$ cat src/rtl/store_buffer.sv
// store_buffer: write-posting FIFO between the core's data-memory port and the
// memory/peripheral bus. Every store is captured in the cycle the core issues
// it. Entries drain in order over a valid/ready handshake. Stores that arrive
// while the buffer is full are dropped, and the drop is reported through a
// sticky flag and a saturating counter.
module store_buffer #(
  parameter int DEPTH  = 4,
  parameter int ADDR_W = 32
) (
  input  logic                     clk,
  input  logic                     rst,
  input  logic                     mem_we,
  input  logic [31:0]              mem_addr,
  input  logic [31:0]              mem_data,
  output logic                     bus_valid,
  output logic [ADDR_W-1:0]        bus_addr,
  output logic [31:0]              bus_data,
  input  logic                     bus_ready,
  output logic                     full,
  output logic                     empty,
  output logic [$clog2(DEPTH):0]   count,
  output logic                     overflow,
  output logic [15:0]              drop_cnt
);

  localparam int PTR_W = $clog2(DEPTH);

  localparam logic [PTR_W-1:0] PTR_ONE    = 1;
  localparam logic [PTR_W:0]   CNT_ONE    = 1;
  localparam logic [PTR_W:0]   FULL_COUNT = (PTR_W + 1)'(DEPTH);

  logic [ADDR_W-1:0] addr_mem [DEPTH];
  logic [31:0]       data_mem [DEPTH];

  logic [PTR_W-1:0]  rd_ptr;
  logic [PTR_W-1:0]  wr_ptr;
  logic [PTR_W:0]    count_q;
  logic [PTR_W:0]    count_next;
  logic              overflow_q;
  logic [15:0]       drop_cnt_q;

  logic              deq;
  logic              enq;
  logic              drop;

  // Status flags all come from the registered occupancy, so they agree with
  // one another in every cycle.
  assign full  = (count_q == FULL_COUNT);
  assign empty = (count_q == '0);
  assign count = count_q;

  // A store that arrives while the buffer is full is still accepted when the
  // head leaves in the same cycle. Otherwise the store is dropped.
  assign deq  = bus_valid & bus_ready;
  assign enq  = mem_we & (~full | deq);
  assign drop = mem_we & full & ~deq;

  // The head entry is shown directly on the bus. The output is forced to zero
  // while the buffer is empty. Because of this, stale or never-written storage
  // never reaches the bus.
  assign bus_valid = ~empty;
  assign bus_addr  = empty ? '0 : addr_mem[rd_ptr];
  assign bus_data  = empty ? '0 : data_mem[rd_ptr];

  assign overflow = overflow_q;
  assign drop_cnt = drop_cnt_q;

  // Occupancy next state: count + enq - deq. A simultaneous enq and deq keeps
  // the count unchanged.
  always_comb begin
    // NOTE: every variable written here gets a default first, so no path
    // through the block leaves a value unassigned and no latch is inferred.
    count_next = count_q;
    case ({enq, deq})
      2'b10:   count_next = count_q + CNT_ONE;
      2'b01:   count_next = count_q - CNT_ONE;
      default: count_next = count_q;
    endcase
  end

  // Pointers, occupancy and the overflow bookkeeping. Reset discards
  // everything that is queued.
  always_ff @(posedge clk) begin
    // NOTE: state registers use non-blocking assignments. Every register then
    // samples the pre-edge values, independent of statement order.
    if (rst) begin
      rd_ptr     <= '0;
      wr_ptr     <= '0;
      count_q    <= '0;
      overflow_q <= 1'b0;
      drop_cnt_q <= '0;
    end else begin
      if (enq) wr_ptr <= wr_ptr + PTR_ONE;
      if (deq) rd_ptr <= rd_ptr + PTR_ONE;
      count_q <= count_next;
      if (drop) begin
        overflow_q <= 1'b1;
        if (drop_cnt_q != 16'hFFFF) drop_cnt_q <= drop_cnt_q + 16'd1;
      end
    end
  end

  // Entry storage. Only accepted stores are written, so garbage on mem_* while
  // mem_we is low never lands in the buffer.
  always_ff @(posedge clk) begin
    // NOTE: the storage array has no reset. Entries are only ever read behind
    // the occupancy count, and the output mux hides them while empty.
    if (!rst && enq) begin
      addr_mem[wr_ptr] <= mem_addr[ADDR_W-1:0];
      data_mem[wr_ptr] <= mem_data;
    end
  end

endmodule

$ cat config.mk
export PLATFORM = sky130hd
export DESIGN_NAME = store_buffer
export DESIGN_NICKNAME = d
export VERILOG_FILES = /design/src/rtl/store_buffer.sv
export SDC_FILE = /design/constraint.sdc
export NUM_CORES = 1
export LEC_CHECK = 0
export BUFFER_PORTS_ARGS = -buffer_cell sky130_fd_sc_hd__buf_2
export CAP_MARGIN = 20
export CORE_ASPECT_RATIO = 1.75
export CORE_UTILIZATION = 40
export CTS_CLUSTER_SIZE = 16
export DETAILED_ROUTE_END_ITERATION = 6
export GPL_TIMING_DRIVEN = 0
export PLACE_DENSITY = 0.56
export SYNTH_ARGS = -nofsm -noshare
export SYNTH_HDL_FRONTEND = slang
export SYNTH_SLANG_ARGS = --single-unit
$ cat constraint.sdc
create_clock -name clk -period 3.6 [get_ports clk]
set_input_delay 0.36 -clock clk [delete_from_list [all_inputs] [get_ports clk]]
set_output_delay 0.36 -clock clk [all_outputs]
set_load 0.05 [all_outputs]
== Yosys cells after proc, flatten, opt, wreduce, memory -nomap -nowiden ==
Memories as Yosys holds them, arrays and structs flattened. A register that Yosys moved wholly into a read port is not among the register bits.
Cells that the tools add are included.

* Div/mod/pow operators: 0
* Mux-type cells: 9
* Magnitude comparators: 0
* Bitwise operators: 8
* Shift-type cells: 0
* Reductions and logical operators: 5
* Add/sub/neg operators: 5
* Eq/ne operators: 4
* $mul: 0

{| class="wikitable"
|+ Operator list
! operator !! count
|-
| $mux 32 || 2
|-
| $add 16x1->16 const B || 1
|-
| $ne 16x16->1 const B || 1
|-
| $mux 2 || 4
|-
| $pmux 3 s2 || 1
|-
| $add 2x1->2 const B || 2
|-
| $and 1x1->1 || 4
|-
| $add 3x1->3 const B || 1
|-
| $eq 3x3->1 const B || 1
|-
| $logic_not 3->1 || 1
|-
| $not 1->1 || 3
|-
| $sub 3x1->3 const B || 1
|-
| $eq 2x1->1 const B || 1
|-
| $eq 2x2->1 const B || 1
|-
| $mux 1 || 2
|-
| $reduce_and 2->1 || 1
|-
| $reduce_bool 2->1 || 1
|-
| $logic_and 1x1->1 || 1
|-
| $logic_not 1->1 || 1
|-
| $or 1x1->1 || 1
|}

* Latch bits: 0
* Memories kept: 2
* RAM bits: 256
* Word-level logic and storage cells: 38
* ROM bits: 0
* Bits in registers: 24

{| class="wikitable"
|+ Memory list
! memory !! depth !! bits a word !! rd ports !! clocked after Yosys merged registers in !! write ports !! line !! source
|-
| addr_mem || 4 || 32 || 1 || 1 || 1 || 32 || <nowiki>logic [ADDR_W-1:0] addr_mem [DEPTH];</nowiki>
|-
| data_mem || 4 || 32 || 1 || 1 || 1 || 33 || <nowiki>logic [31:0] data_mem [DEPTH];</nowiki>
|}

== Logic depth before layout (Yosys ltp) ==
* Depth in word-level cells: 8
* Gate-level depth with buffers: 10

== Least setup slack after synthesis ==
OpenSTA, ideal clock, no wires.

* Path type: reg-to-reg
* Start point: register count_q[0] (netlist: count[0])
* End point: memory addr_mem[0][0], enable pin
* Required time: 3.171 ns
* Data arrival time: 2.809 ns
* Setup time: 0.429 ns
* Stages on the path, launching flop included: 6
* Setup slack: 0.362 ns
* Path through: dfxtp_1 > buf_6 > nor4b_4 > nand2b_1 > nor2_1 > and2_1

* Word-level cells in the longest chain between the ends: 8
* Elaborated cells between the ends (all ways): 10

{| class="wikitable"
|+ RTL lines
! what !! line !! source
|-
| from (decl) || 37 || <nowiki>logic [PTR_W:0] count_q;</nowiki>
|-
| from (signal assigned) || 95 || <nowiki>count_q <= count_next;</nowiki>
|-
| $logic_not 3->1 || 49 || <nowiki>assign empty = (count_q == '0);</nowiki>
|-
| $not 1->1 || 61 || <nowiki>assign bus_valid = ~empty;</nowiki>
|-
| $and 1x1->1 || 54 || <nowiki>assign deq = bus_valid & bus_ready;</nowiki>
|-
| $or 1x1->1 * || 55 || <nowiki>assign enq = mem_we & (~full | deq);</nowiki>
|-
| $and 1x1->1 * || 55 ||
|-
| $logic_and 1x1->1 * || 108 || <nowiki>if (!rst && enq) begin</nowiki>
|-
| $mux 1 * || 108 ||
|-
| $mux 1 (implied by the code) * || 109 || <nowiki>addr_mem[wr_ptr] <= mem_addr[ADDR_W-1:0];</nowiki>
|-
| to (decl) || 32 ||
|}

Mark *: on every way between the ends. The rest lies on a longest branch, timed or not.

==> out/qor.yml <==
fin_area_mm2: 0.0132
finalSetupViolCount: 0
cts_tree: "yes"
outcome: "finished, final reports clean"
required_ns: 3.24
hpwl_um: 14600
die-width_um: 127
grt_pass1_vias: 6371
cp-end-kind: "output pin"
ys_ff_latch: 282
layout_min_cycle_time_ns: 3.16
synthCells: 565
combPwrFrac: 0.208
hold_viol_final: 0
swShare: 0.295
multi_input_comb_area_mm2: 0.00268
finClkSkew_ns: 0.00753
yosysUniqueCellTypes: 43
rsz0062_at_grt: "false"
clockPowerShare: 0.329
yosysTopAreaCell: "edfxtp_1"
io_pins: 155
grt_first_pass_wirelength_um: 35300
finalMaxSlewViolations: 0
power_mw: 8.02
hp-class: "input port to flop"
grt_usage: 0.167
cellLeakagePower_nw: 4.54
syn_nets: 639
clk-insertion-delay-late_ns: 0.54
port_buffers: 152
syn_to_final_growth_pct: 19.7
crit_type: "flop to output pin"
dr_total_vias: 5799
cts_root_buf: "clkbuf_16"
antenna_found_initial: 2
cts.path.max_buffers: 3
fmax_mhz: 316
finalWirelength_um: 22800
dr.first_iter.drc_count: 317
cp_data_arrival_time_ns: 2.80
worst_pin_slew_ns: 0.709
synth_top_area_frac: 0.697
cts_sinks: 282
setup_tns_ns: 0
slew_headroom: 0.527
post_drt_wl_per_cell_um: 20.0
placed_area_mm2: 0.0124
power_frac_seq: 0.463
post_cts_buffers: 0
gp_congestion: 0.802
p_switching_mw: 2.36
maxCapViolCount: 0
nets: 824
initial_core_util: 0.406
core.rowCount: 80
avgSynthCellArea_um2: 19.5
synth_warnings: 0
cts_resized: 0
synthArstFlopShare: 0
rrSetupSlack_ns: 0.65
antenna_left: 0
crit_path_start_kind: "flop"
finish.utilization: 0.487
internal-power_mw: 5.66
drcViolationCount: 0
drtPass1Iterations: 6
h-tree-depth: 1
ys_seq_area_frac: 0.745
synth_area_leaders: "edfxtp_1, mux4_2, dfxtp_1"
finalWorstSetupSlack_ns: 0.436
layout-drive-gt1-share: 0.371
cellPowerDensity_mw_per_mm2: 608
vias_per_cell: 5.08
core_mm2: 0.0271
synth_edf_count: 256
holdBufCountCts: 0
preCtsSetupSlack_ns: 0.601
peakVddDrop_v: 0.000442
fillers: 2279
dominantRegCellSynth: "edfxtp_1"
cp_max_fo: 10
syn_area_mm2: 0.0110
cts_buffers: 27
r2r_start: "count[1]"
gr-total-overflow: 0
grt_max_degree: 49
die-area_mm2: 0.0283
seqCellArea_mm2: 0.00821
dieHeight_um: 222
layout_common_cells: "edfxtp_1, buf_2, and2_1"
hp-start: "mem_data[5]"
fin_crit_sh: 0.879
clk_pin_slew_ns: 0.06
layout_commonest_cell: "edfxtp_1"
==> metal layers <==
layer / part of all wire / GRT usage
met5: 0 / 0
met4: 0.027 / 0.0707
met3: 0.045 / 0.0265
met2: 0.56 / 0.316
met1: 0.37 / 0.181
==> cell usage after synthesis, drive strengths merged, types with 2 or more instances <==
master	instances
nand2b	4
xnor2	13
xor2	4
nor4	5
clkbuf	17
mux2i	2
nor2	28
or3	2
edfxtp	256
a211oi	2
nor3b	2
a21oi	2
and3	2
o211ai	2
and2	69
o21ai	2
buf	10
nor3	9
nand4	6
mux4	64
dfxtp	26
inv	8
ha	5
nand2	8
nor4b	3
nand3	4
==> area by class of cell <==
type                            instances  share of cell area
Sequential cell                       282               0.622
Multi-Input combinational cell        248               0.203
Timing Repair Buffer                  156              0.0660
Clock buffer                           36              0.0568
Tap cell                              369              0.0350
Buffer                                 27             0.00901
Clock inverter                         14             0.00588
Inverter                                8             0.00228
Antenna cell                            2            0.000379
==> logic make-up (layout without fill, tap and decap cells) <==
group,count (synthesis),in the layout,synth area share
flops,282,282,0.745
simple gates,146,146,0.0802
mux,67,67,0.134
buf+inv,35,241,0.0135
xor+xnor,17,17,0.0135
compound gates,12,12,0.00715
fa+ha+maj,6,6,0.00749
other cells,0,2,0
==> worst max-delay path, stage by stage (launching register included) <==
cell	delay, ns
dfxtp_1	0.30
clkbuf_1	0.54
clkbuf_1	0.58
mux4_2	0.45
and2_1	0.19
buf_2	0.21
==> flip-flops by register name, summed over array words and instances, names as in the netlist, named ones only <==
register,flops
overflow,1
drop_cnt,16
data_mem,128
addr_mem,128
count,3
wr_ptr,2
rd_ptr,2
==> power by group through the flow <==
stage	Combinational, mW	Sequential [mW]	Clock, mW
4_1_cts	1.71	3.71	2.72
5_1_grt	1.77	3.72	2.83
6_report	1.67	3.71	2.64
3_5_place_dp	1.70	3.78	0
2_1_floorplan	1.23	3.80	0
3_3_place_gp	1.67	3.79	0
==> stage by stage <==
stage | hold WS [ns] | cells
2_1_floorplan | 0.459 | 565
3_3_place_gp | 0.470 | 1086
3_5_place_dp | 0.472 | 1090
4_1_cts | 0.00205 | 1140
5_1_grt | 0.0150 | 1142
6_report | 0.0361 | 1142
==> final timing paths <==
path	end	depth (start not counted)
worst max-delay path	bus_data[1]	5
worst min-delay path	data_mem[2][5]	1
worst max register to register	count[2]	8
worst min register to register	overflow	2
No activity file was read; power rests on OpenSTA's default activity.
